[config.mk]
export PLATFORM = sky130hd
export DESIGN_NAME = axi_cdc_dst
export DESIGN_NICKNAME = d
export VERILOG_FILES = /design/src/rtl/axi_cdc_dst.sv
export SDC_FILE = /design/constraint.sdc
export NUM_CORES = 1
export LEC_CHECK = 0
export ABC_AREA = 1
export ABC_CLOCK_PERIOD_IN_PS = 2800
export BUFFER_PORTS_ARGS = -buffer_cell sky130_fd_sc_hd__buf_2
export CORE_AREA = 3 3 209 211
export CTS_BUF_LIST = sky130_fd_sc_hd__clkbuf_16
export DETAILED_ROUTE_END_ITERATION = 8
export DIE_AREA = 0 0 212 214
export PLACE_DENSITY = 0.48
export SLEW_MARGIN = 20
export SYNTH_ARGS = -nofsm -noshare
export SYNTH_HDL_FRONTEND = slang
export SYNTH_SLANG_ARGS = --single-unit
[constraint.sdc]
create_clock -name dst_clk_i -period 2.8 [get_ports dst_clk_i]
set_clock_uncertainty 0.2 [all_clocks]
set_input_delay 0.42 -clock dst_clk_i [delete_from_list [all_inputs] [get_ports dst_clk_i]]
set_output_delay 0.42 -clock dst_clk_i [all_outputs]
set_load 0.02 [all_outputs]
[src/rtl/axi_cdc_dst.sv]
// axi_cdc_dst: destination half of a split AXI CDC; pops AW/W/AR and pushes B/R through inline gray-pointer FIFOs.
// Define AXI_CDC_DST_ISOLATE_EN to add isolate_i/isolated_o with outstanding-transaction tracking.
package axi_cdc_dst_pkg;
  typedef struct packed {
    logic [3:0]  id;
    logic [31:0] addr;
    logic [7:0]  len;
  } ax_chan_t;
  typedef struct packed {
    logic [31:0] data;
    logic [3:0]  strb;
    logic        last;
  } w_chan_t;
  typedef struct packed {
    logic [3:0] id;
    logic [1:0] resp;
  } b_chan_t;
  typedef struct packed {
    logic [3:0]  id;
    logic [31:0] data;
    logic [1:0]  resp;
    logic        last;
  } r_chan_t;
  typedef struct packed {
    ax_chan_t aw;
    logic     aw_valid;
    w_chan_t  w;
    logic     w_valid;
    logic     b_ready;
    ax_chan_t ar;
    logic     ar_valid;
    logic     r_ready;
  } axi_req_t;
  typedef struct packed {
    logic    aw_ready;
    logic    w_ready;
    b_chan_t b;
    logic    b_valid;
    logic    ar_ready;
    r_chan_t r;
    logic    r_valid;
  } axi_resp_t;
endpackage

module axi_cdc_dst #(
  parameter int unsigned LogDepth   = 1,
  parameter int unsigned SyncStages = 2,
  parameter type aw_chan_t  = axi_cdc_dst_pkg::ax_chan_t,
  parameter type w_chan_t   = axi_cdc_dst_pkg::w_chan_t,
  parameter type b_chan_t   = axi_cdc_dst_pkg::b_chan_t,
  parameter type ar_chan_t  = axi_cdc_dst_pkg::ax_chan_t,
  parameter type r_chan_t   = axi_cdc_dst_pkg::r_chan_t,
  parameter type axi_req_t  = axi_cdc_dst_pkg::axi_req_t,
  parameter type axi_resp_t = axi_cdc_dst_pkg::axi_resp_t
) (
  input  logic                               dst_clk_i,
  input  logic                               dst_rst_ni,
  output axi_req_t                           dst_req_o,
  input  axi_resp_t                          dst_resp_i,
`ifdef AXI_CDC_DST_ISOLATE_EN
  input  logic                               isolate_i,
  output logic                               isolated_o,
`endif
  input  logic [LogDepth:0]                  async_data_slave_aw_wptr_i,
  output logic [LogDepth:0]                  async_data_slave_aw_rptr_o,
  input  aw_chan_t [2**LogDepth-1:0]         async_data_slave_aw_data_i,
  input  logic [LogDepth:0]                  async_data_slave_w_wptr_i,
  output logic [LogDepth:0]                  async_data_slave_w_rptr_o,
  input  w_chan_t [2**LogDepth-1:0]          async_data_slave_w_data_i,
  input  logic [LogDepth:0]                  async_data_slave_ar_wptr_i,
  output logic [LogDepth:0]                  async_data_slave_ar_rptr_o,
  input  ar_chan_t [2**LogDepth-1:0]         async_data_slave_ar_data_i,
  output logic [LogDepth:0]                  async_data_slave_b_wptr_o,
  input  logic [LogDepth:0]                  async_data_slave_b_rptr_i,
  output b_chan_t [2**LogDepth-1:0]          async_data_slave_b_data_o,
  output logic [LogDepth:0]                  async_data_slave_r_wptr_o,
  input  logic [LogDepth:0]                  async_data_slave_r_rptr_i,
  output r_chan_t [2**LogDepth-1:0]          async_data_slave_r_data_o
);
  localparam int unsigned PtrW = LogDepth + 1;
  typedef logic [PtrW-1:0] ptr_t;
  // Full when the write pointer is one lap ahead: top two gray bits inverted.
  localparam ptr_t FullMask = ptr_t'(3) << (LogDepth - 1);

  function automatic ptr_t bin2gray(input ptr_t b);
    return b ^ (b >> 1);
  endfunction

  logic iso_gate;
  ptr_t pop_wptr [3];
  ptr_t pop_rptr [3];
  logic [LogDepth-1:0] pop_idx [3];
  logic [2:0] pop_empty, pop_valid, pop_fire;
  ptr_t push_rptr [2];
  ptr_t push_wptr [2];
  logic [LogDepth-1:0] push_idx [2];
  logic [1:0] push_full, push_fire;
  b_chan_t [2**LogDepth-1:0] b_mem_q;
  r_chan_t [2**LogDepth-1:0] r_mem_q;

  assign pop_wptr[0] = async_data_slave_aw_wptr_i;
  assign pop_wptr[1] = async_data_slave_w_wptr_i;
  assign pop_wptr[2] = async_data_slave_ar_wptr_i;
  assign async_data_slave_aw_rptr_o = pop_rptr[0];
  assign async_data_slave_w_rptr_o  = pop_rptr[1];
  assign async_data_slave_ar_rptr_o = pop_rptr[2];
  assign push_rptr[0] = async_data_slave_b_rptr_i;
  assign push_rptr[1] = async_data_slave_r_rptr_i;
  assign async_data_slave_b_wptr_o = push_wptr[0];
  assign async_data_slave_r_wptr_o = push_wptr[1];
  assign async_data_slave_b_data_o = b_mem_q;
  assign async_data_slave_r_data_o = r_mem_q;

  for (genvar c = 0; c < 3; c++) begin : g_pop
    ptr_t sync_q [SyncStages];
    ptr_t bin_q, gray_q;
    always_ff @(posedge dst_clk_i or negedge dst_rst_ni) begin
      if (!dst_rst_ni) begin
        sync_q <= '{default: '0};
        bin_q  <= '0;
        gray_q <= '0;
      end else begin
        sync_q[0] <= pop_wptr[c];
        for (int i = 1; i < SyncStages; i++) sync_q[i] <= sync_q[i-1];
        if (pop_fire[c]) begin
          bin_q  <= bin_q + ptr_t'(1);
          gray_q <= bin2gray(bin_q + ptr_t'(1));
        end
      end
    end
    assign pop_empty[c] = gray_q == sync_q[SyncStages-1];
    assign pop_rptr[c]  = gray_q;
    assign pop_idx[c]   = bin_q[LogDepth-1:0];
  end

  for (genvar c = 0; c < 2; c++) begin : g_push
    ptr_t sync_q [SyncStages];
    ptr_t bin_q, gray_q;
    always_ff @(posedge dst_clk_i or negedge dst_rst_ni) begin
      if (!dst_rst_ni) begin
        sync_q <= '{default: '0};
        bin_q  <= '0;
        gray_q <= '0;
      end else begin
        sync_q[0] <= push_rptr[c];
        for (int i = 1; i < SyncStages; i++) sync_q[i] <= sync_q[i-1];
        if (push_fire[c]) begin
          bin_q  <= bin_q + ptr_t'(1);
          gray_q <= bin2gray(bin_q + ptr_t'(1));
        end
      end
    end
    assign push_full[c] = gray_q == (sync_q[SyncStages-1] ^ FullMask);
    assign push_wptr[c] = gray_q;
    assign push_idx[c]  = bin_q[LogDepth-1:0];
  end

  assign pop_valid = ~pop_empty & {~iso_gate, 1'b1, ~iso_gate};
  assign pop_fire  = pop_valid & {dst_resp_i.ar_ready, dst_resp_i.w_ready, dst_resp_i.aw_ready};
  assign push_fire = ~push_full & {dst_resp_i.r_valid, dst_resp_i.b_valid};

  always_ff @(posedge dst_clk_i or negedge dst_rst_ni) begin
    if (!dst_rst_ni) begin
      b_mem_q <= '0;
      r_mem_q <= '0;
    end else begin
      if (push_fire[0]) b_mem_q[push_idx[0]] <= dst_resp_i.b;
      if (push_fire[1]) r_mem_q[push_idx[1]] <= dst_resp_i.r;
    end
  end

`ifdef AXI_CDC_DST_ISOLATE_EN
  logic [7:0] wr_cnt_q, rd_cnt_q;

  function automatic logic [7:0] sat_step(input logic [7:0] cnt, input logic inc, input logic dec);
    return (inc && !dec && cnt != 8'hff) ? cnt + 8'd1 :
           (dec && !inc && cnt != 8'h00) ? cnt - 8'd1 : cnt;
  endfunction

  always_ff @(posedge dst_clk_i or negedge dst_rst_ni) begin
    if (!dst_rst_ni) begin
      wr_cnt_q   <= '0;
      rd_cnt_q   <= '0;
      isolated_o <= 1'b0;
    end else begin
      wr_cnt_q   <= sat_step(wr_cnt_q, pop_fire[0], push_fire[0]);
      rd_cnt_q   <= sat_step(rd_cnt_q, pop_fire[2], push_fire[1] && dst_resp_i.r.last);
      isolated_o <= isolate_i && wr_cnt_q == 8'd0 && rd_cnt_q == 8'd0;
    end
  end

  assign iso_gate = isolate_i;
`else
  assign iso_gate = 1'b0;
`endif

  always_comb begin
    dst_req_o          = '0;
    dst_req_o.aw       = async_data_slave_aw_data_i[pop_idx[0]];
    dst_req_o.aw_valid = pop_valid[0];
    dst_req_o.w        = async_data_slave_w_data_i[pop_idx[1]];
    dst_req_o.w_valid  = pop_valid[1];
    dst_req_o.ar       = async_data_slave_ar_data_i[pop_idx[2]];
    dst_req_o.ar_valid = pop_valid[2];
    dst_req_o.b_ready  = ~push_full[0];
    dst_req_o.r_ready  = ~push_full[1];
  end
endmodule

==> impl_results.md <==
* Die Ht at ~210 µm
* Post-synth top cells: nand2_1, dfrtp_1, nand4_1
* Post-route setup TNS at 0 ns
* Largest cells by area after synthesis: dfrtp_1, nand2_1, nand4_1
* Pre-Repair DR Iteration Count at 5
* Layer with the highest usage: met2
* Slew at the pin with the worst max-slew slack at between 0.9 and 1 ns
* Gr ovfl total at 0
* Mean post-synth cell area at just over 7 µm²
* Sum of net half-perimeters after detailed placement at approximately 32000 µm
* Leakage power at roughly 6.3 nW
* TritonCTS Buffers at 17
* Cell Pwr Density at 1220 mW/mm²
* RSZ-0062 raised after global routing: false
* Fin nets at between 1500 and 2000
* Crit path max-delay family: buffers and inverters
* Crit end category: output pin
* I/O Buffers at 541
* Ys flop type: dfrtp_1
* Setup slack, reg-to-reg at slightly below 1 ns
* Cell taking the most area after synthesis: dfrtp_1
* Met3 usage at under 10%
* Distinct cell type count after synthesis at 17
* DRC at 0
* Critical path launch point type: flip-flop
* Buffer and inverter count on the worst path at 2
* Fin crit period at between 2 and 3 ns
* Worst reg2reg startpoint: g_push[1].bin_q[1]
* CP max FO at 45
* Final critical-path share of the clock period at a little over nine tenths
* Fill count at about 4800
* Number of antenna violations at the first check in global routing at 10
* Max-cap violations at 0
* Pin count of the biggest net entering global routing at 61
* Gr usage total at approximately 17%
* Slowest cell on crit path: inv_2
* FFs w/ async S/R, synth at 100%
* Pwr Total at approximately 13 mW
* Mapped Area at approximately 0.0066 mm²
* Slew margin rel. at between 30% and 40%
* CP Cell Sequence: inv_2, nand2_1, nand2_1, buf_2
* Clk_lat worst skew at approximately 0.42 ns
* First-pass GRT wire length at 56000 µm
* Critical path required time at between 2 and 2.5 ns
* Worst vdd ir at roughly 0.63 mV
* Slew Limit Fails at 0
* Count of clock tree sinks at approximately 130
* Vias in the first global route at between 8000 and 9000
* Number of routed nets with antenna violations at 0
* Arr. time, crit path at between 2 and 2.5 ns
* Ports at 542
* Synth Register Bits at 125
* Hold Vio Cnt, Final at 0
* Num rows at 75
* TritonCTS clock tree: done
* Hold WS at about 0.06 ns
* PostCTS Resize Cnt at 0
* Final setup vio count at 0
* Gpl congestion at ~0.98
* Worst Setup EP: dst_req_o[11]
* H-tree depth at 4
* Area post-placement at just under 0.01 mm²
* CP peak stage delay at slightly below 0.7 ns
* Wire per inst at 20.1 µm
* Critical path depth at 4
* Worst R2R Path Depth at 7
* Most common cell in the netlist: nand2_1
* Layout Cells excl Fill at 2004
* Clk buf depth at 2
* HP Class: in2reg
* Final WL at just over 40000 µm
* Setup repair bufs after CTS at 0
* Iter 0 DRT Violations at ~610
* GRT met2 Usage at 27.9%
* Placed Cells incl. Taps at roughly 2000
* Post-synthesis sequential area ratio at 47.6%
* Vias at approximately 8200
* Type of the worst setup path: reg2out
* Hold_buf cts at 11
* Root Driver: clkbuf_16
* Layout cells sized above 1 at between 40% and 50%
* Core area at approximately 0.042 mm²
* Vias per inst at between 4 and 5
* Syn_nets at 1241
* Setup crit start: g_pop[2].bin_q[0]
* Max Freq at 380 MHz
* Most common cell on crit path: nand2_1
* Worst r2r dst: async_data_slave_r_data_o[49]
* Synth warn at 0
* Post-synth top area share at a little under half
* Layout area overhead at 59.8%
* Outcome: finished clean
* Post-synth EDFFs at 0
* Syn Inst Count at slightly above 900
* Clock-pin slew on the worst setup and hold paths at ~0.070 ns
* Die Wd at about 210 µm
* Initial Utilization at around 16%
* Die Area at approximately 0.045 mm²
* Final instance area at ~0.011 mm²
* M1 GR Usage at a little over a fifth
## how the worst min path moves through the flow
| stage | startpoint | to | slack [ns] | cells after the start |
|---|---|---|---|---|
| after floorplan | dst_rst_ni | async_data_slave_ar_rptr_o[0] | -0.08 | 0 |
| after global placement | g_pop[1].sync_q[2] | g_pop[1].sync_q[0] | 0.13 | 0 |
| after detailed placement | g_pop[0].sync_q[2] | g_pop[0].sync_q[0] | 0.13 | 0 |
| final | dst_resp_i[26] | async_data_slave_r_data_o[25] | 0.06 | 3 |
| after CTS | dst_resp_i[26] | async_data_slave_r_data_o[25] | 0.03 | 3 |
| after global routing | dst_resp_i[26] | async_data_slave_r_data_o[25] | 0.03 | 3 |
## through the flow
step / worst slack [ns] / util [%]
detailed placement: 0.601 / 23.3
global placement: 0.609 / 23.3
finish: 0.169 / 25.1
floorplan: 1.15 / -
CTS: 0.120 / 25.0
global route: 0.0363 / 25.1
## report_power, final
group / switching, mW / leakage (nW) / internal [mW] / total [mW]
logic: 5.31 / 4.48 / 2.10 / 7.40
clock network: 0.933 / 0.303 / 1.43 / 2.37
registers: 0.462 / 1.53 / 2.55 / 3.01
total: 6.70 / 6.31 / 6.08 / 12.8
## worst reg2reg max path: stages, from the launching register on
cell	delay, ns
dfrtp_1	0.44
inv_2	0.05
nand2_1	0.05
nand2_1	0.06
nand2_2	0.14
nand3_4	0.47
nand2_1	0.21
nand2_1	0.07
## logic make-up after synthesis
| family | Yosys count | share of synthesized area, % |
|---|---|---|
| AND/OR/NAND/NOR | 710 | 44.6 |
| AO/OA/AOI/OAI | 2 | 0.152 |
| buffers and inverters | 83 | 6.47 |
| flip-flops | 125 | 47.6 |
| XOR/XNOR | 9 | 1.20 |
## per-layer routing
metal / vias to the layer above / wire [µm]
li1: 3978 / -
met1: 3831 / 16700
met2: 364 / 19300
met3: 61 / 3140
met4: 12 / 1130
met5: - / 87
## placed cells by master (no fill, tap or decap), types with 2 or more instances in the layout
cell type	count
nand2_1	603
buf_2	540
dfrtp_1	124
nand4_1	92
buf_4	18
clkbuf_16	17
dlygate4sd3_1	11
inv_1	9
inv_6	9
nand3_1	8
xnor2_1	6
inv_2	3
nand3b_1	3
xor2_1	3
bufinv_16	3
diode_2	2
nand2_2	2
o21ai_0	2
buf_12	2
## area by class of cell
type	count	area, µm²	share of cell area [%]
well taps	539	674	6.42
multi-input cells	721	3030	28.8
clock buffers	17	425	4.05
flip-flops and latches	125	3130	29.8
diodes	2	5.00	0.0476
repair buffers	572	3000	28.5
inverters	13	48.8	0.464
clock inverters	15	196	1.87
## state kept, by name (all words and copies together), names as in the netlist, 4 cells and up
signal,cells
async_data_slave_r_data_o,78
async_data_slave_b_data_o,12
g_push.sync_q,8
g_pop.bin_q,6
g_push.bin_q,4
g_pop.sync_q,12
No activity file was read; power rests on OpenSTA's default activity.
